==> config.mk <==
export PLATFORM = sky130hd
export DESIGN_NAME = mips_multicycle_ctrl
export DESIGN_NICKNAME = d
export VERILOG_FILES = /design/src/rtl/mips_ctrl_pkg.sv /design/src/rtl/mips_alu_decoder.sv /design/src/rtl/mips_multicycle_ctrl.sv
export SDC_FILE = /design/constraint.sdc
export NUM_CORES = 1
export LEC_CHECK = 0
export BUFFER_PORTS_ARGS = -buffer_cell sky130_fd_sc_hd__buf_2
export CORE_MARGIN = 3
export CORE_UTILIZATION = 51
export CTS_CLUSTER_DIAMETER = 40
export DETAILED_ROUTE_END_ITERATION = 10
export PLACE_DENSITY = 0.83
export SETUP_SLACK_MARGIN = 0.3
export SLEW_MARGIN = 10
export SYNTH_ARGS = -nofsm -noshare
export SYNTH_HDL_FRONTEND = slang
export SYNTH_SLANG_ARGS = --single-unit
==> constraint.sdc <==
create_clock -name clk_i -period 1.7 [get_ports clk_i]
set_clock_uncertainty 0.2 [all_clocks]
set_input_delay 0.085 -clock clk_i [delete_from_list [all_inputs] [get_ports clk_i]]
set_output_delay 0.085 -clock clk_i [all_outputs]
set_load 0.01 [all_outputs]
==> src/rtl/mips_ctrl_pkg.sv <==
// Shared encodings for the multi-cycle MIPS controller: opcodes, functs,
// ALU operations, FSM states and datapath mux selects.
package mips_ctrl_pkg;

  localparam int unsigned OP_W     = 6;
  localparam int unsigned ALU_OP_W = 4;
  localparam int unsigned SEL_W    = 2;
  localparam int unsigned STATE_W  = 4;
  localparam int unsigned CNT_W    = 32;

  typedef logic [STATE_W-1:0] state_t;
  typedef logic [SEL_W-1:0]   sel_t;
  typedef logic [OP_W-1:0]    op_t;
  typedef logic [ALU_OP_W-1:0] alu_op_t;

  localparam state_t S_FETCH    = 4'd0;
  localparam state_t S_DECODE   = 4'd1;
  localparam state_t S_EXEC_R   = 4'd2;
  localparam state_t S_EXEC_I   = 4'd3;
  localparam state_t S_MEM_ADDR = 4'd4;
  localparam state_t S_MEM_RD   = 4'd5;
  localparam state_t S_MEM_WR   = 4'd6;
  localparam state_t S_WB_MEM   = 4'd7;
  localparam state_t S_WB_ALU   = 4'd8;
  localparam state_t S_BRANCH   = 4'd9;
  localparam state_t S_JUMP     = 4'd10;
  localparam state_t S_TRAP     = 4'd11;

  localparam op_t OP_RTYPE = 6'h00;
  localparam op_t OP_J     = 6'h02;
  localparam op_t OP_JAL   = 6'h03;
  localparam op_t OP_BEQ   = 6'h04;
  localparam op_t OP_BNE   = 6'h05;
  localparam op_t OP_ADDI  = 6'h08;
  localparam op_t OP_SLTI  = 6'h0A;
  localparam op_t OP_ANDI  = 6'h0C;
  localparam op_t OP_ORI   = 6'h0D;
  localparam op_t OP_XORI  = 6'h0E;
  localparam op_t OP_LW    = 6'h23;
  localparam op_t OP_SW    = 6'h2B;

  localparam op_t FN_SLL = 6'h00;
  localparam op_t FN_SRL = 6'h02;
  localparam op_t FN_JR  = 6'h08;
  localparam op_t FN_ADD = 6'h20;
  localparam op_t FN_SUB = 6'h22;
  localparam op_t FN_AND = 6'h24;
  localparam op_t FN_OR  = 6'h25;
  localparam op_t FN_XOR = 6'h26;
  localparam op_t FN_NOR = 6'h27;
  localparam op_t FN_SGT = 6'h29;
  localparam op_t FN_SLT = 6'h2A;

  localparam alu_op_t ALU_ADD  = 4'b0000;
  localparam alu_op_t ALU_SUB  = 4'b0001;
  localparam alu_op_t ALU_AND  = 4'b0010;
  localparam alu_op_t ALU_OR   = 4'b0011;
  localparam alu_op_t ALU_SLT  = 4'b0100;
  localparam alu_op_t ALU_XOR  = 4'b0101;
  localparam alu_op_t ALU_NOR  = 4'b0110;
  localparam alu_op_t ALU_SLL  = 4'b0111;
  localparam alu_op_t ALU_SRL  = 4'b1000;
  localparam alu_op_t ALU_SGT  = 4'b1001;
  localparam alu_op_t ALU_NONE = 4'b1111;

  localparam sel_t PC_SRC_ALU    = 2'd0;
  localparam sel_t PC_SRC_ALUOUT = 2'd1;
  localparam sel_t PC_SRC_JUMP   = 2'd2;
  localparam sel_t PC_SRC_RS     = 2'd3;

  localparam sel_t REG_DST_RT = 2'd0;
  localparam sel_t REG_DST_RD = 2'd1;
  localparam sel_t REG_DST_RA = 2'd2;

  localparam sel_t M2R_ALUOUT = 2'd0;
  localparam sel_t M2R_MDR    = 2'd1;
  localparam sel_t M2R_PC     = 2'd2;

  localparam sel_t SRC_A_PC    = 2'd0;
  localparam sel_t SRC_A_RS    = 2'd1;
  localparam sel_t SRC_A_SHAMT = 2'd2;

  localparam sel_t SRC_B_RT     = 2'd0;
  localparam sel_t SRC_B_FOUR   = 2'd1;
  localparam sel_t SRC_B_IMM    = 2'd2;
  localparam sel_t SRC_B_BR_OFF = 2'd3;

endpackage

==> src/rtl/mips_alu_decoder.sv <==
// Combinational opcode/funct decode: ALU operation, immediate extension
// mode and a legality flag used for DECODE dispatch.
module mips_alu_decoder
  import mips_ctrl_pkg::*;
(
  input  logic [OP_W-1:0]     opcode_i,
  input  logic [OP_W-1:0]     funct_i,
  output logic [ALU_OP_W-1:0] alu_op_o,
  output logic                imm_zext_o,
  output logic                valid_o
);

  always_comb begin
    alu_op_o   = ALU_NONE;
    imm_zext_o = 1'b0;
    valid_o    = 1'b1;
    case (opcode_i)
      OP_RTYPE: begin
        case (funct_i)
          FN_ADD:  alu_op_o = ALU_ADD;
          FN_SUB:  alu_op_o = ALU_SUB;
          FN_AND:  alu_op_o = ALU_AND;
          FN_OR:   alu_op_o = ALU_OR;
          FN_XOR:  alu_op_o = ALU_XOR;
          FN_NOR:  alu_op_o = ALU_NOR;
          FN_SLT:  alu_op_o = ALU_SLT;
          FN_SGT:  alu_op_o = ALU_SGT;
          FN_SLL:  alu_op_o = ALU_SLL;
          FN_SRL:  alu_op_o = ALU_SRL;
          FN_JR:   alu_op_o = ALU_NONE;
          default: valid_o  = 1'b0;
        endcase
      end
      OP_ADDI, OP_LW, OP_SW: alu_op_o = ALU_ADD;
      OP_SLTI:               alu_op_o = ALU_SLT;
      OP_ANDI: begin
        alu_op_o   = ALU_AND;
        imm_zext_o = 1'b1;
      end
      OP_ORI: begin
        alu_op_o   = ALU_OR;
        imm_zext_o = 1'b1;
      end
      OP_XORI: begin
        alu_op_o   = ALU_XOR;
        imm_zext_o = 1'b1;
      end
      OP_BEQ, OP_BNE: alu_op_o = ALU_SUB;
      OP_J, OP_JAL:   alu_op_o = ALU_NONE;
      default:        valid_o  = 1'b0;
    endcase
  end

endmodule

==> src/rtl/mips_multicycle_ctrl.sv <==
// Multi-cycle MIPS sequencer driving the shared datapath and unified memory.
// Optional MIPS_CTRL_PERF_EN adds cycle/retired-instruction counters.
module mips_multicycle_ctrl
  import mips_ctrl_pkg::*;
(
  input  logic                clk_i,
  input  logic                rst_i,
  input  logic [OP_W-1:0]     opcode_i,
  input  logic [OP_W-1:0]     funct_i,
  input  logic                zero_i,
  input  logic                mem_ready_i,
  output logic                mem_req_o,
  output logic                mem_we_o,
  output logic                iord_o,
  output logic                ir_wr_en_o,
  output logic                pc_wr_en_o,
  output logic [SEL_W-1:0]    pc_src_o,
  output logic                reg_wr_en_o,
  output logic [SEL_W-1:0]    reg_dst_o,
  output logic [SEL_W-1:0]    mem_to_reg_o,
  output logic [SEL_W-1:0]    alu_src_a_o,
  output logic [SEL_W-1:0]    alu_src_b_o,
  output logic                imm_zext_o,
  output logic [ALU_OP_W-1:0] alu_op_o,
  output logic                instr_done_o,
  output logic                invalid_inst_o
`ifdef MIPS_CTRL_PERF_EN
  ,
  output logic [CNT_W-1:0]    cycle_cnt_o,
  output logic [CNT_W-1:0]    retired_cnt_o
`endif
);

  state_t              state_q, state_d;
  logic [ALU_OP_W-1:0] dec_alu_op;
  logic                dec_imm_zext;
  logic                dec_valid;
  logic                is_rtype;
  logic                is_shift;

  mips_alu_decoder u_dec (
    .opcode_i   (opcode_i),
    .funct_i    (funct_i),
    .alu_op_o   (dec_alu_op),
    .imm_zext_o (dec_imm_zext),
    .valid_o    (dec_valid)
  );

  assign is_rtype = (opcode_i == OP_RTYPE);
  assign is_shift = is_rtype && ((funct_i == FN_SLL) || (funct_i == FN_SRL));

  always_ff @(posedge clk_i) begin
    if (rst_i) state_q <= S_FETCH;
    else       state_q <= state_d;
  end

  // Outputs are Mealy on mem_ready/zero and forced idle while rst is high.
  always_comb begin
    state_d        = state_q;
    mem_req_o      = 1'b0;
    mem_we_o       = 1'b0;
    iord_o         = 1'b0;
    ir_wr_en_o     = 1'b0;
    pc_wr_en_o     = 1'b0;
    pc_src_o       = PC_SRC_ALU;
    reg_wr_en_o    = 1'b0;
    reg_dst_o      = REG_DST_RT;
    mem_to_reg_o   = M2R_ALUOUT;
    alu_src_a_o    = SRC_A_PC;
    alu_src_b_o    = SRC_B_RT;
    imm_zext_o     = 1'b0;
    alu_op_o       = ALU_NONE;
    instr_done_o   = 1'b0;
    invalid_inst_o = 1'b0;
    if (!rst_i) begin
      case (state_q)
        S_FETCH: begin
          mem_req_o   = 1'b1;
          alu_src_a_o = SRC_A_PC;
          alu_src_b_o = SRC_B_FOUR;
          alu_op_o    = ALU_ADD;
          if (mem_ready_i) begin
            ir_wr_en_o = 1'b1;
            pc_wr_en_o = 1'b1;
            state_d    = S_DECODE;
          end
        end
        S_DECODE: begin
          alu_src_a_o = SRC_A_PC;
          alu_src_b_o = SRC_B_BR_OFF;
          alu_op_o    = ALU_ADD;
          if (!dec_valid) state_d = S_TRAP;
          else begin
            case (opcode_i)
              OP_RTYPE:       state_d = (funct_i == FN_JR) ? S_JUMP : S_EXEC_R;
              OP_LW, OP_SW:   state_d = S_MEM_ADDR;
              OP_BEQ, OP_BNE: state_d = S_BRANCH;
              OP_J, OP_JAL:   state_d = S_JUMP;
              default:        state_d = S_EXEC_I;
            endcase
          end
        end
        S_EXEC_R: begin
          alu_src_a_o = is_shift ? SRC_A_SHAMT : SRC_A_RS;
          alu_src_b_o = SRC_B_RT;
          alu_op_o    = dec_alu_op;
          state_d     = S_WB_ALU;
        end
        S_EXEC_I: begin
          alu_src_a_o = SRC_A_RS;
          alu_src_b_o = SRC_B_IMM;
          imm_zext_o  = dec_imm_zext;
          alu_op_o    = dec_alu_op;
          state_d     = S_WB_ALU;
        end
        S_WB_ALU: begin
          reg_wr_en_o  = 1'b1;
          reg_dst_o    = is_rtype ? REG_DST_RD : REG_DST_RT;
          mem_to_reg_o = M2R_ALUOUT;
          instr_done_o = 1'b1;
          state_d      = S_FETCH;
        end
        S_MEM_ADDR: begin
          alu_src_a_o = SRC_A_RS;
          alu_src_b_o = SRC_B_IMM;
          alu_op_o    = ALU_ADD;
          state_d     = (opcode_i == OP_LW) ? S_MEM_RD : S_MEM_WR;
        end
        S_MEM_RD: begin
          mem_req_o = 1'b1;
          iord_o    = 1'b1;
          if (mem_ready_i) state_d = S_WB_MEM;
        end
        S_WB_MEM: begin
          reg_wr_en_o  = 1'b1;
          reg_dst_o    = REG_DST_RT;
          mem_to_reg_o = M2R_MDR;
          instr_done_o = 1'b1;
          state_d      = S_FETCH;
        end
        S_MEM_WR: begin
          mem_req_o = 1'b1;
          mem_we_o  = 1'b1;
          iord_o    = 1'b1;
          if (mem_ready_i) begin
            instr_done_o = 1'b1;
            state_d      = S_FETCH;
          end
        end
        S_BRANCH: begin
          alu_src_a_o  = SRC_A_RS;
          alu_src_b_o  = SRC_B_RT;
          alu_op_o     = ALU_SUB;
          pc_src_o     = PC_SRC_ALUOUT;
          pc_wr_en_o   = (opcode_i == OP_BEQ) ? zero_i : !zero_i;
          instr_done_o = 1'b1;
          state_d      = S_FETCH;
        end
        S_JUMP: begin
          pc_wr_en_o   = 1'b1;
          instr_done_o = 1'b1;
          pc_src_o     = is_rtype ? PC_SRC_RS : PC_SRC_JUMP;
          if (opcode_i == OP_JAL) begin
            reg_wr_en_o  = 1'b1;
            reg_dst_o    = REG_DST_RA;
            mem_to_reg_o = M2R_PC;
          end
          state_d = S_FETCH;
        end
        S_TRAP: invalid_inst_o = 1'b1;
        default: state_d = S_FETCH;
      endcase
    end
  end

`ifdef MIPS_CTRL_PERF_EN
  logic [CNT_W-1:0] cycle_cnt_q, retired_cnt_q;

  // Cycle counter freezes in TRAP; both wrap naturally.
  always_ff @(posedge clk_i) begin
    if (rst_i) begin
      cycle_cnt_q   <= '0;
      retired_cnt_q <= '0;
    end else begin
      if (state_q != S_TRAP) cycle_cnt_q <= cycle_cnt_q + CNT_W'(1);
      if (instr_done_o)      retired_cnt_q <= retired_cnt_q + CNT_W'(1);
    end
  end

  assign cycle_cnt_o   = cycle_cnt_q;
  assign retired_cnt_o = retired_cnt_q;
`endif

endmodule

==> results of run 1 <==
-- logic make-up after synthesis --
| kind of cell | synth area share (%) |
|---|---|
| xor+xnor | 2.99 |
| compound gates | 29.6 |
| simple gates | 48.0 |
| flops | 6.82 |
| buf+inv | 12.6 |
-- through the flow --
| step | utilization (%) | cells | setup WS, ns |
|---|---|---|---|
| 2_1_floorplan | - | 188 | 0.214 |
| 3_3_place_gp | 72.6 | 255 | 0.0581 |
| 3_5_place_dp | 72.6 | 255 | -0.0173 |
| 4_1_cts | 88.4 | 268 | -0.110 |
-- what timing repair did --
action                                  CTS
endpoints found under the setup margin   26
pin swaps                                17
setup buffers                            10
endpoints found under the hold margin     1
gates resized for setup                  54
==> results.toml, run 1 <==
[placement]
dp_hpwl_um = 3130
portBuffers = 38
routabilityCongestion = 0.866
placed_cell_area_um2 = 1500

[status]
run_status = "aborted with a tool error"
stop_stage = "5_1_grt"
error = "[ERROR DPL-0038] Utilization greater than 100%, impossible to legalize"

[yosys]
syn-mean-instance-area_um2 = 6.24
post-synth-top-count-cell = "nor2_1"
ys_seq_elements = 4
post-synth-top-area-fraction_pct = 7.25
synth_cell_types = 51
dominantRegCellSynth = "dfxtp_1"
synth_warnings = 0
biggest_area_contributors_in_the_synthesized_netlist = "a21oi_1 7.2%, dfxtp_1 6.8%, nor2_1 6.7%"
synth_enable_flop_cells = 0
seq_area_frac_synth_pct = 6.82
synth_top_area_cell = "a21oi_1"
synth_fp_nets = 204
postSynthCellCount = 188
syn_area_um2 = 1170
asyncSetResetFlopFracSynth_pct = 0
ys_top_cells_by_count = "21 x nor2_1, 20 x nand2_1, 17 x a21oi_1"

[die]
io_pins = 39
initial_core_util_pct = 56.9
die_w_um = 54.0
die-height_um = 54.0
std_cell_rows = 16

[clocking]
ctsRootBufferMaster = "clkbuf_4"
cts_max_path_buffers = 2
cts_inserted_buffers = 3
cts_sinks = 4
h-tree-depth = 1

[sta]
worst_path_endpoint_category = "primary output"
grt_worst_setup_endpoint = "alu_op_o[2]"

[global_route]
grt_max_degree = 19
==> run 2: changes to the inputs <==
--- a/config.mk
+++ b/config.mk
@@ -6,12 +6,10 @@
 export NUM_CORES = 1
 export LEC_CHECK = 0
 export BUFFER_PORTS_ARGS = -buffer_cell sky130_fd_sc_hd__buf_2
-export CORE_MARGIN = 3
-export CORE_UTILIZATION = 51
-export CTS_CLUSTER_DIAMETER = 40
+export CORE_AREA = 3 3 64 66
 export DETAILED_ROUTE_END_ITERATION = 10
-export PLACE_DENSITY = 0.83
-export SETUP_SLACK_MARGIN = 0.3
+export DIE_AREA = 0 0 67 69
+export PLACE_DENSITY_LB_ADDON = 0.15
 export SLEW_MARGIN = 10
 export SYNTH_ARGS = -nofsm -noshare
 export SYNTH_HDL_FRONTEND = slang
==> run 2 against run 1 <==
Compared with the run above: the flow now finishes, with violations (negative setup slack); synthesized area is the same; synthesized cell count is the same.
==> results.toml, run 2 <==
[clocking]
cts_sinks = 4
clk_pin_slew_ns = 0.03
insertion_delay_ns = 0.21
cts_inserted_buffers = 3
cts_tree = "yes"
ctsRootBufferMaster = "clkbuf_8"
cts_max_path_buffers = 2
h-tree-depth = 1

[pwr]
pwr_density_cell_nw_per_um2 = 763
worst_voltage_drop_across_the_vdd_grid_mv = 0.274
total_leakage_power_uw = 0.000736

[cells_and_area]
max_ffs_per_register = 4
top_library_cells_by_usage_in_the_layout_fill_and_taps_aside = "38 x buf_2, 30 x buf_4, 18 x nor2_1"
reg_top3 = "state_q x4"
fillCellCount = 392
antenna_diode_count = 0
multiInputGateArea_um2 = 1020
seqCellArea_um2 = 86.3
layout-drive-gt1-share_pct = 41.6
registers.top_by_ff_count = "state_q"
fin_cells = 291
post-route-cell-area_um2 = 1680
final_layout_net_count = 261
synthToLayoutAreaGrowth_pct = 43.3
most_frequent_standard_cell_in_the_layout_excluding_fill_and_tap_cells = "buf_2"

[setup_path]
setup.reg_to_reg.worst_slack_ns = 0.17
slowest_delay_ns = 0.32
crit-reg2reg-capture = "state_q[0]"
r2r_cells = 6
worst_setup_path_start_kind = "flip-flop"
data_arrival_time_of_the_critical_path_ns = 1.49
critical_path.slowest_cell = "dfxtp_2"
worstPathCellList = "or2_4 -> a21o_1 -> or2_1 -> o22ai_1 -> nor2_1 -> buf_2"
cp_max_fo = 3
cp_data_required_time_ns = 1.41
worst_r2r_startpoint = "state_q[0]"
classification_of_the_worst_setup_path = "reg -> out"
crit_path_end_kind = "output pin"

[routing]
ant_nets = 0
detailedRoute.firstPassIterationCount = 4
wire_length_reported_by_the_detailed_router_um = 3850
drcViolationCount = 0
drt_first_iter_violations = 121
route.vias.total = 1512
route.detailed.vias_per_inst = 5.20
route.detailed.wl_per_inst_um = 13.2

[yosys]
postSynthCellCount = 188
synth_warnings = 0
synth_enable_flop_cells = 0
synth_fp_nets = 204
ys_seq_elements = 4
post-synth-top-count-cell = "nor2_1"
post-synth-top-area-fraction_pct = 7.25
syn-mean-instance-area_um2 = 6.24
asyncSetResetFlopFracSynth_pct = 0
syn_area_um2 = 1170
seq_area_frac_synth_pct = 6.82
dominantRegCellSynth = "dfxtp_1"
synth_top_area_cell = "a21oi_1"
synth_cell_types = 51
biggest_area_contributors_in_the_synthesized_netlist = "a21oi_1 7.2%, dfxtp_1 6.8%, nor2_1 6.7%"
ys_top_cells_by_count = "21 x nor2_1, 20 x nand2_1, 17 x a21oi_1"

[min_path]
hold_class = "in -> reg"
hold-path-cell-count = 4
min_delay_worst_endpoint = "state_q[2]"
hold_path.startpoint = "mem_ready_i"

[die]
core_area_um2 = 3630
io_pins = 39
initial_core_util_pct = 32.3
die_area_um2 = 4620
die-height_um = 69
die_w_um = 67
std_cell_rows = 22

[placement]
routabilityCongestion = 0.828
dp_cells = 287
placed_cell_area_um2 = 1550
dp_hpwl_um = 3130
portBuffers = 38

[sta]
worst-slew-pin-transition_ns = 0.300
layout_min_cycle_time_ns = 1.77
setup_viol = 5
final-hold-violation-count = 0
fin_tns_setup_ns = -0.161
finalHoldWorstSlack_ns = 0.0710
final_max_slew_viol_count = 0
max_clock_freq_ghz = 0.564
final.setup.worst_slack_ns = -0.0733
final_clock_period_utilization_by_the_worst_path_pct = 104
timing.max_slew.rel_slack_pct = 79.8
rsz0062_at_grt = "yes"

[flow_run]
timing.max_cap.violations = 0

[global_route]
grt_max_degree = 19
vias_in_the_first_global_route = 1349
grtUsageTotal_pct = 16.6
grt_remaining_overflow = 0
grt_antenna_before_repair = 0
first_pass_grt_wire_length_um = 6320

[status]
run_status = "finished, violations left"
violations_in_the_final_reports = "negative setup slack"
[run 2: cell counts after synthesis]
No cell type changed its count.
[run 2: repair_timing]
| action | 4_1_cts | 5_1_grt |
|---|---|---|
| endpoints found under the hold margin | 0 | 0 |
| endpoints found under the setup margin | 8 | 16 |
| cloned | 0 | 0 |
| buffers inserted | 1 | 0 |
| resized for setup | 11 | 14 |
| hold buffers | 0 | 0 |
| pin swaps | 3 | 1 |
[run 2: kinds of logic after synthesis]
| family | after synthesis | synth area share [%] |
|---|---|---|
| buf+inv | 25 | 12.6 |
| compound gates | 55 | 29.6 |
| simple gates | 100 | 48.0 |
| xor+xnor | 4 | 2.99 |
| flops | 4 | 6.82 |
[run 2: report_power, final]
group / internal, uW / switching, uW / leakage (uW)
sequential: 120 / 17.4 / 0.0000343
combinational: 426 / 525 / 0.000681
clock: 151 / 44.6 / 0.0000216
total: 696 / 587 / 0.000736
[run 2: layout make-up]
| cell class | instances | area share (%) |
|---|---|---|
| Inverter | 7 | 1.71 |
| Tap cell | 48 | 3.57 |
| Sequential cell | 4 | 5.13 |
| Multi-Input combinational cell | 159 | 60.6 |
| Clock buffer | 3 | 2.46 |
| Timing Repair Buffer | 70 | 26.6 |
[run 2: critical path, delay by kind of cell, from the launching register on]
kind / cells / cell delay (ns)
buffers and inverters: 1 / 0.14
AND/OR/NAND/NOR: 3 / 0.49
flip-flops: 1 / 0.32
AO/OA/AOI/OAI: 2 / 0.31
[run 2: worst max path at each step]
stage	startpoint	cells past startpoint	endpoint
finish	state_q[0]	6	alu_op_o[0]
global route	state_q[0]	6	alu_op_o[0]
CTS	state_q[0]	6	alu_op_o[0]
detailed placement	opcode_i[5]	7	pc_wr_en_o
global placement	opcode_i[5]	7	pc_wr_en_o
floorplan	opcode_i[4]	6	pc_wr_en_o
[run 2: per-stage QoR]
step / util [%] / total power [uW] / setup slack [ns]
after detailed placement: 42.6 / 983 / -0.0679
after global routing: 46.3 / 1410 / -0.140
after CTS: 44.9 / 1230 / -0.0772
after global placement: 42.6 / 991 / -0.109
final: 46.3 / 1280 / -0.0733
after floorplan: - / 648 / 0.00408
[run 2: layer usage]
layer / share of wire [%] / global-route usage, % / vias to the layer above / wire length, um
met5: 0 / 0 / - / 0
met4: 0.44 / 3.83 / 0 / 17
met3: 5.9 / 2.44 / 2 / 226
met2: 43 / 23.6 / 45 / 1650
met1: 51 / 25.6 / 680 / 1950
li1: - / - / 785 / -
(Power assumes the default switching activity.)
==> run 3: changes to the inputs <==
--- a/config.mk
+++ b/config.mk
@@ -5,6 +5,7 @@
 export SDC_FILE = /design/constraint.sdc
 export NUM_CORES = 1
 export LEC_CHECK = 0
+export ABC_AREA = 1
 export BUFFER_PORTS_ARGS = -buffer_cell sky130_fd_sc_hd__buf_2
 export CORE_AREA = 3 3 64 66
 export DETAILED_ROUTE_END_ITERATION = 10
==> run 3 against run 2 <==
Compared with the run above: critical endpoint is now instr_done_o; global-route usage is 2.1 points lower; worst hold slack worse by 0.038 ns; maximum frequency is 3.6% higher; sequential power is 35% higher; worst setup slack better by 0.062 ns; highest routed layer is now met3; the run still ends with negative setup slack left; die area stayed put; total power is 10% higher; synthesized cell count is 2.1% higher; routed wire length is 13% lower; clock power is 2% higher; register-to-register slack worse by 0.09 ns.
==> results.toml, run 3 <==
[status]
run_status = "finished, violations left"
violations_in_the_final_reports = "negative setup slack"

[routing]
detailedRoute.firstPassIterationCount = 4
route.detailed.vias_per_inst = 4.54
route.vias.total = 1379
drcViolationCount = 0
drt_first_iter_violations = 75
ant_nets = 0
route.detailed.wl_per_inst_um = 11.0
wire_length_reported_by_the_detailed_router_um = 3350

[yosys]
post-synth-top-area-fraction_pct = 15.0
synth_cell_types = 29
synth_enable_flop_cells = 0
synth_top_area_cell = "nand2_1"
post-synth-top-count-cell = "nand2_1"
post_synth_fa_ha_maj_area_fraction_pct = 0
seq_area_frac_synth_pct = 8.22
syn_area_um2 = 975
yosys-mux-area-fraction_pct = 0
synth_fp_nets = 208
dominantRegCellSynth = "dfxtp_1"
asyncSetResetFlopFracSynth_pct = 0
ys_top_cells_by_count = "39 x nand2_1, 35 x nor2_1, 33 x inv_1"
biggest_area_contributors_in_the_synthesized_netlist = "nand2_1 15%, nor2_1 13%, inv_1 13%"
post_synth_xor_xnor_area_pct = 0
synth_compound_area_share_pct = 20.3
postSynthCellCount = 192
synth_top_family_by_area = "simple AND/OR/NAND/NOR gates"
post_synth_and_or_nand_nor_area_fraction_pct = 55.1
syn-mean-instance-area_um2 = 5.08
ys_seq_elements = 4
synth_warnings = 0

[placement]
place_ws_ns = -0.00678
placed_cell_area_um2 = 1340
dp_hpwl_um = 2570
portBuffers = 38
dp_cells = 292
routabilityCongestion = 0.863

[cells_and_area]
final_layout_net_count = 274
antenna_diode_count = 0
top_library_cells_by_usage_in_the_layout_fill_and_taps_aside = "38 x nand2_1, 37 x buf_2, 25 x nor2_1"
layout-drive-gt1-share_pct = 46.5
seqCellArea_um2 = 92.6
reg_top3 = "state_q x4"
fillCellCount = 414
synthToLayoutAreaGrowth_pct = 60.7
fin_cells = 304
postLayoutCoreUtil_pct = 43.1
max_ffs_per_register = 4
post-route-cell-area_um2 = 1570
registers.top_by_ff_count = "state_q"
most_frequent_standard_cell_in_the_layout_excluding_fill_and_tap_cells = "nand2_1"
multiInputGateArea_um2 = 822

[global_route]
vias_in_the_first_global_route = 1277
grtUsageTotal_pct = 14.5
grt_max_degree = 19
first_pass_grt_wire_length_um = 5550
grt_remaining_overflow = 0
grt_antenna_before_repair = 0

[die]
die_area_um2 = 4620
io_pins = 39
die_w_um = 67
core_area_um2 = 3630
std_cell_rows = 22
die-height_um = 69
initial_core_util_pct = 26.8

[setup_path]
critPathLaunch = "state_q[0]"
data_arrival_time_of_the_critical_path_ns = 1.43
r2r_cells = 10
worst_setup_path_start_kind = "flip-flop"
critical_path_buf_inv_count = 4
cp_max_fo = 4
cp_data_required_time_ns = 1.41
setup.reg_to_reg.worst_slack_ns = 0.08
crit-reg2reg-capture = "state_q[0]"
crit_path_end_kind = "output pin"
worst_r2r_startpoint = "state_q[3]"
classification_of_the_worst_setup_path = "reg -> out"
slowest_delay_ns = 0.36
worstPathCellList = "buf_6 -> nor2_4 -> inv_2 -> nor2_4 -> buf_6 -> nand2_2 -> a31oi_1 -> buf_2"
critical_path.slowest_cell = "dfxtp_4"
cp.depth = 8
path_delay_family = "buffers and inverters"

[sta]
timing.max_slew.rel_slack_pct = 76.8
max_clock_freq_ghz = 0.584
final_max_slew_viol_count = 0
final.setup.worst_slack_ns = -0.0110
setup_viol = 5
final-hold-violation-count = 0
final_clock_period_utilization_by_the_worst_path_pct = 101
layout_min_cycle_time_ns = 1.71
fin_tns_setup_ns = -0.0328
rsz0062_at_grt = "yes"
worst-slew-pin-transition_ns = 0.348

[flow_run]
timing.max_cap.violations = 0

[pwr]
total_leakage_power_uw = 0.000855
power.clock.fraction_pct = 14.1
psw_uw = 668
pwr_density_cell_nw_per_um2 = 903
p_comb_share_pct = 72.8
seq_power_share_pct = 13.1
p_sw_share_pct = 47.2
p_int_uw = 746
worst_voltage_drop_across_the_vdd_grid_mv = 0.396

[clocking]
post_cts_hold_buffer_count = 0
h-tree-depth = 1
clk_pin_slew_ns = 0.03
cts_sinks = 4
cts_tree = "yes"
ctsRootBufferMaster = "clkbuf_8"
insertion_delay_ns = 0.21
cts_inserted_buffers = 3
cts_max_path_buffers = 2

[min_path]
min_delay_worst_endpoint = "state_q[1]"
hold_class = "in -> reg"
hold_path.startpoint = "mem_ready_i"
hold-path-cell-count = 4
==> run 3: cell types whose count changed after synthesis, moves of 10 or more <==
cell     previous run  this run
a21oi_1            17         7
inv_1               7        33
nand2_1            20        39
nand3_1             3        19
nor2_1             21        35
==> run 3: metrics by stage <==
step           power [uW]  hold WS, ns
6_report             1410       0.0331
5_1_grt              1560       0.0523
4_1_cts              1310       0.0162
3_5_place_dp          922        0.257
3_3_place_gp          936        0.253
2_1_floorplan         600       0.0898
==> run 3: logic make-up after synthesis <==
group,after synthesis
DFF,4
buffers and inverters,42
and+or+nand+nor,113
AOI/OAI and AO/OA,33
==> run 3: how the worst max path moves through the flow <==
stage | to | slack, ns
2_1_floorplan | reg_wr_en_o | 0.18
3_3_place_gp | alu_op_o[3] | -0.03
3_5_place_dp | alu_op_o[3] | -0.007
4_1_cts | alu_op_o[3] | -0.03
5_1_grt | pc_wr_en_o | -0.11
6_report | instr_done_o | -0.01
==> run 3: layer usage <==
layer  vias to the layer above  wire length [um]  track usage, %  share of wire [%]
li1                        755                 -               -                  -
met1                       590              1670            21.4                 50
met2                        34              1520            21.9                 45
met3                         0               162            1.79                4.8
met4                         0                 0            3.38                  0
met5                         -                 0               0                  0
==> run 3: layout make-up <==
class	count	area share, %
Multi-Input combinational cell	146	52.5
Timing Repair Buffer	63	25.2
Inverter	40	9.90
Sequential cell	4	5.91
Tap cell	48	3.83
Clock buffer	3	2.64
==> run 3: power groups by stage <==
stage	Sequential (uW)	Combinational [uW]	Clock [uW]
final	185	1030	199
after floorplan	149	451	0
after global placement	156	780	0
after global routing	189	1150	214
after detailed placement	155	767	0
after CTS	171	928	207
==> run 3: worst register-to-register path, cell delays in order (launching register included) <==
cell     delay (ns)
dfxtp_2        0.35
buf_6          0.11
nor2_4         0.04
buf_4          0.13
nand2_1        0.09
o21ai_2        0.06
buf_4          0.14
a31oi_2        0.17
nand2_1        0.09
nand2_1        0.06
a21oi_1        0.05
==> run 3: timing repair <==
item / in CTS / in global routing
setup buffers: 7 / 2
pin swaps: 7 / 9
resized for setup: 34 / 21
setup endpoints to repair: 19 / 18
